==> src/rtl/alu_issue_8bit_pkg.sv <==
// rtl/alu_issue_8bit_pkg.sv - shared constants and FSM encoding for the issue block
package alu_issue_8bit_pkg;

    localparam int DATA_W    = 8;
    localparam int REG_IDX_W = 3;

    localparam logic [3:0] ALUOP_ADD = 4'h7;

    typedef enum logic [1:0] {
        IDLE = 2'd0,
        EXEC = 2'd1,
        RESP = 2'd2
    } state_t;

endpackage

==> src/rtl/regfile_8x8.sv <==
// rtl/regfile_8x8.sv - 8x8 register file, two async reads, one sync write, r0 fixed at zero
module regfile_8x8
    import alu_issue_8bit_pkg::*;
(
    input  logic                 clk,
    input  logic                 rst,
    input  logic                 we,
    input  logic [REG_IDX_W-1:0] waddr,
    input  logic [DATA_W-1:0]    wdata,
    input  logic [REG_IDX_W-1:0] raddr1,
    input  logic [REG_IDX_W-1:0] raddr2,
    output logic [DATA_W-1:0]    rdata1,
    output logic [DATA_W-1:0]    rdata2
);

    logic [DATA_W-1:0] regs [0:(1<<REG_IDX_W)-1];

    always_ff @(posedge clk) begin
        if (rst) begin
            for (int i = 0; i < (1<<REG_IDX_W); i++) begin
                regs[i] <= '0;
            end
        end else if (we && (waddr != '0)) begin
            regs[waddr] <= wdata;
        end
    end

    // r0 is forced on the read side so it never depends on the storage entry
    assign rdata1 = (raddr1 == '0) ? '0 : regs[raddr1];
    assign rdata2 = (raddr2 == '0) ? '0 : regs[raddr2];

endmodule

==> src/rtl/alu_issue_8bit.sv <==
// rtl/alu_issue_8bit.sv - single-issue front end feeding an external 8-bit ALU
module alu_issue_8bit #(
    parameter int DATA_W  = 8,
    parameter int REG_NUM = 8
) (
    input  logic                       clk,
    input  logic                       rst,
    input  logic                       req_valid,
    output logic                       req_ready,
    input  logic [3:0]                 req_op,
    input  logic [$clog2(REG_NUM)-1:0] req_rd,
    input  logic [$clog2(REG_NUM)-1:0] req_rs1,
    input  logic [$clog2(REG_NUM)-1:0] req_rs2,
    input  logic                       req_cin,
    input  logic                       req_imm_en,
    input  logic                       req_ld,
    input  logic [DATA_W-1:0]          req_imm,
    output logic [DATA_W-1:0]          alu_a,
    output logic [DATA_W-1:0]          alu_b,
    output logic                       alu_cin,
    output logic [3:0]                 alu_aluop,
    input  logic [DATA_W-1:0]          alu_y,
    output logic                       res_valid,
    input  logic                       res_ready,
    output logic [$clog2(REG_NUM)-1:0] res_rd,
    output logic [DATA_W-1:0]          res_data
);
    import alu_issue_8bit_pkg::*;

    localparam int IDX_W = $clog2(REG_NUM);

    state_t state, state_n;
    logic   accept, capture, wr_en;

    logic [3:0]        op_q;
    logic [IDX_W-1:0]  rd_q;
    logic              cin_q, ld_q;
    logic [DATA_W-1:0] imm_q, a_q, b_q, res_q;
    logic [DATA_W-1:0] rs1_data, rs2_data;

    regfile_8x8 u_rf (
        .clk    (clk),
        .rst    (rst),
        .we     (wr_en),
        .waddr  (rd_q),
        .wdata  (res_q),
        .raddr1 (req_rs1),
        .raddr2 (req_rs2),
        .rdata1 (rs1_data),
        .rdata2 (rs2_data)
    );

    always_ff @(posedge clk) begin
        if (rst) begin
            state <= IDLE;
        end else begin
            state <= state_n;
        end
    end

    always_comb begin
        state_n   = state;
        req_ready = 1'b0;
        res_valid = 1'b0;
        accept    = 1'b0;
        capture   = 1'b0;
        wr_en     = 1'b0;
        case (state)
            IDLE: begin
                req_ready = 1'b1;
                if (req_valid) begin
                    accept  = 1'b1;
                    state_n = EXEC;
                end
            end
            EXEC: begin
                capture = 1'b1;
                state_n = RESP;
            end
            RESP: begin
                res_valid = 1'b1;
                if (res_ready) begin
                    wr_en   = 1'b1;
                    state_n = IDLE;
                end
            end
            default: state_n = IDLE;
        endcase
    end

    // Operand and result registers hold their values between requests, so the
    // ALU inputs stay at the last latched operation outside EXEC.
    always_ff @(posedge clk) begin
        if (rst) begin
            op_q  <= '0;
            rd_q  <= '0;
            cin_q <= 1'b0;
            ld_q  <= 1'b0;
            imm_q <= '0;
            a_q   <= '0;
            b_q   <= '0;
            res_q <= '0;
        end else begin
            if (accept) begin
                op_q  <= req_op;
                rd_q  <= req_rd;
                cin_q <= req_cin;
                ld_q  <= req_ld;
                imm_q <= req_imm;
                a_q   <= rs1_data;
                b_q   <= req_imm_en ? req_imm : rs2_data;
            end
            if (capture) begin
                res_q <= ld_q ? imm_q : alu_y;
            end
        end
    end

    assign alu_a     = a_q;
    assign alu_b     = b_q;
    assign alu_aluop = op_q;
    assign alu_cin   = cin_q && (op_q == ALUOP_ADD);
    assign res_rd    = rd_q;
    assign res_data  = res_q;

endmodule

==> config.mk <==
export PLATFORM = sky130hd
export DESIGN_NAME = alu_issue_8bit
export DESIGN_NICKNAME = d
export VERILOG_FILES = /design/src/rtl/alu_issue_8bit_pkg.sv /design/src/rtl/regfile_8x8.sv /design/src/rtl/alu_issue_8bit.sv
export SDC_FILE = /design/constraint.sdc
export NUM_CORES = 1
export LEC_CHECK = 0
export CELL_PAD_IN_SITES_DETAIL_PLACEMENT = 1
export CELL_PAD_IN_SITES_GLOBAL_PLACEMENT = 1
export CORE_UTILIZATION = 38
export CTS_CLUSTER_SIZE = 28
export DETAILED_ROUTE_END_ITERATION = 10
export PLACE_DENSITY = 0.86
export RECOVER_POWER = 50
export SLEW_MARGIN = 10
export SYNTH_ARGS = -nofsm -noshare
export SYNTH_HDL_FRONTEND = slang
export SYNTH_SLANG_ARGS = --single-unit
==> constraint.sdc <==
create_clock -name clk -period 2.1 [get_ports clk]
set_clock_uncertainty 0.1 [all_clocks]
set_input_delay 0.42 -clock clk [delete_from_list [all_inputs] [get_ports clk]]
set_output_delay 0.42 -clock clk [all_outputs]
set_load 0.1 [all_outputs]
==> impl_metrics.json <==
{
  "outcome": "finished clean",
  "overflow": 0,
  "max_freq_mhz": 509.2,
  "fin_cells": 690,
  "cts-root-buf": "clkbuf_16",
  "synthCells": 435,
  "antenna_found_initial": 0,
  "vias": 3798,
  "relSlewSlack": 0.6043,
  "wire_per_inst_um": 20.57,
  "cp.required_ns": 2.22,
  "rows": 40,
  "cts_sinks": 99,
  "routed_wl_um": 14190,
  "post_cts_buffers": 0,
  "arrival_ns": 2.08,
  "yosysUniqueCellTypes": 34,
  "fin_util": 0.4951,
  "area_growth_syn_to_layout_pct": 26.07,
  "setup_violations": 0,
  "async_flop_share": 0,
  "layout-drive-gt1-share": 0.1992,
  "tightest_slew_ns": 0.5935,
  "design_area_sq_um": 5972,
  "power_leakage_uw": 0.002273,
  "hold_viol_final": 0,
  "cts_made_buffers": 9,
  "regArea_sq_um": 2544,
  "die_w_um": 113.7,
  "gp_congestion": 0.8722,
  "cts_hold_buf": 0,
  "detail-route-antenna-nets": 0,
  "fin_setup_tns_ns": 0,
  "place_inst": 674,
  "yosysSeqAreaShare": 0.5367,
  "postSynthAreaPerCell_sq_um": 10.89,
  "vias_per_cell": 5.504,
  "grt_pass1_vias": 4053,
  "drv_cap": 0,
  "clockBufferDepth": 2,
  "drv_slew": 0,
  "grt_max_degree": 52,
  "clk_latency_ns": 0.36,
  "layout.nets": 553,
  "cts_tree": "built",
  "ys.flop_type": "edfxtp_1",
  "rsz0062_at_grt": "no",
  "synth_nets": 471,
  "core-area_sq_um": 12060,
  "endpoint_kind": "flop",
  "min_period_ns": 1.964,
  "multi_input_area_sq_um": 2078,
  "fin_crit_sh": 0.9352,
  "fp.dieH_um": 113.7,
  "route.detailed.drc": 0,
  "cts.repair.resized": 0,
  "mostFrequentLayoutCell": "edfxtp_1",
  "yosys_warnings": 0,
  "clk_pin_slew_ns": 0.07,
  "dr.pass1.iters": 4,
  "synth_edf_count": 56,
  "crit_type": "input port to flop",
  "worstRegToRegCells": 5,
  "drt-initial-drc-count": 198,
  "io_pins": 70,
  "grt_pass1_wl_um": 22310,
  "antenna_cells": 0,
  "synth-seq-cells": 99,
  "placed_cell_area_sq_um": 5897,
  "grt_usage": 0.2327,
  "io_buffers": 69,
  "hold_class": "flop to flop",
  "max-vdd-ir-drop_mv": 0.4747,
  "startpoint_type": "input port",
  "final_cell_mix": "56 x edfxtp_1, 43 x mux2i_1, 42 x dfxtp_1, 40 x nand2_1, 36 x and2_1",
  "syn_area_sq_um": 4737,
  "path_max_fanout": 8,
  "hpwlAfterDp_um": 10630,
  "nFillCells": 1342,
  "die-area_sq_um": 12920,
  "power_density_nw_per_um2": 810.5,
  "htreeDepth": 3,
  "hold_path_depth": 2,
  "start_util": 0.3927
}
-- kinds of logic (layout without fill, tap and decap cells) --
family                 Yosys count  after routing  share of synthesized area
DFF                             99             99                     0.5367
and+or+nand+nor                160            160                     0.1820
AOI/OAI and AO/OA               89             89                     0.1244
buffers and inverters           30            117                    0.02800
muxes                           57             57                     0.1289
-- sequential cells by signal (all words and copies together), names as in the netlist --
name	count
u_rf.regs	56
alu_a	8
alu_b	8
imm_q	8
res_data	8
alu_aluop	4
res_rd	3
state	2
cin_q	1
ld_q	1
-- worst paths after layout --
kind | startpoint | to | slack [ns]
hold reg to reg | cin_q | cin_q | 0.36
setup / recovery | res_ready | u_rf.regs[3][1] | 0.14
setup reg to reg | state[1] | u_rf.regs[3][1] | 0.22
hold / removal | cin_q | cin_q | 0.36
-- routing by layer --
metal  track usage  wire length (um)  up-vias
met5             0                 0        -
met4        0.1000               355        0
met3       0.03879               633       31
met1        0.2752              5777     1909
li1              -                 -     1749
met2        0.4163              7427      109
-- Yosys cell counts (5+ instances only) --
cell,n,area share
nor2_1,26,0.021
o22ai_1,13,0.017
a211oi_1,25,0.040
dfxtp_1,43,0.18
clkbuf_1,22,0.017
mux2_2,12,0.029
a21oi_1,28,0.030
edfxtp_1,56,0.35
or2_2,10,0.013
nand3b_1,5,0.0079
and2_1,56,0.074
o221ai_1,7,0.013
nand2b_1,7,0.0092
o21ai_0,5,0.0053
mux2i_1,43,0.091
nand2_1,40,0.032
-- worst max-delay path, stage by stage --
cell and delay (ns):
clkdlybuf4s50_1 0.49, and4bb_1 0.27, nand2_1 0.14, nor2_1 0.19, clkbuf_1 0.36, and2_1 0.21
-- through the flow --
stage | setup WS (ns) | power [uW] | hold slack, ns
3_3_place_gp | -0.06858 | 3260 | 0.3419
3_5_place_dp | -0.1534 | 3299 | 0.3542
4_1_cts | 0.2104 | 4941 | 0.3638
5_1_grt | 0.08211 | 4999 | 0.3847
2_1_floorplan | -0.1823 | 2913 | 0.3360
6_report | 0.1361 | 4840 | 0.3629
-- where the power goes --
| part | total, uW | switching, uW | internal, uW |
|---|---|---|---|
| combinational | 940 | 651 | 289 |
| clock | 1650 | 733 | 919 |
| sequential | 2250 | 105 | 2140 |
| total | 4840 | 1490 | 3350 |
-- layout make-up --
cell class              instances  area share
clock buffers                   9     0.03771
repair buffers                100      0.1410
multi-input cells             306      0.3480
clock inverters                 7     0.01152
well taps                     168     0.03520
inverters                       1   0.0006285
flip-flops and latches         99      0.4259
Power figures use the tool's default switching activity.
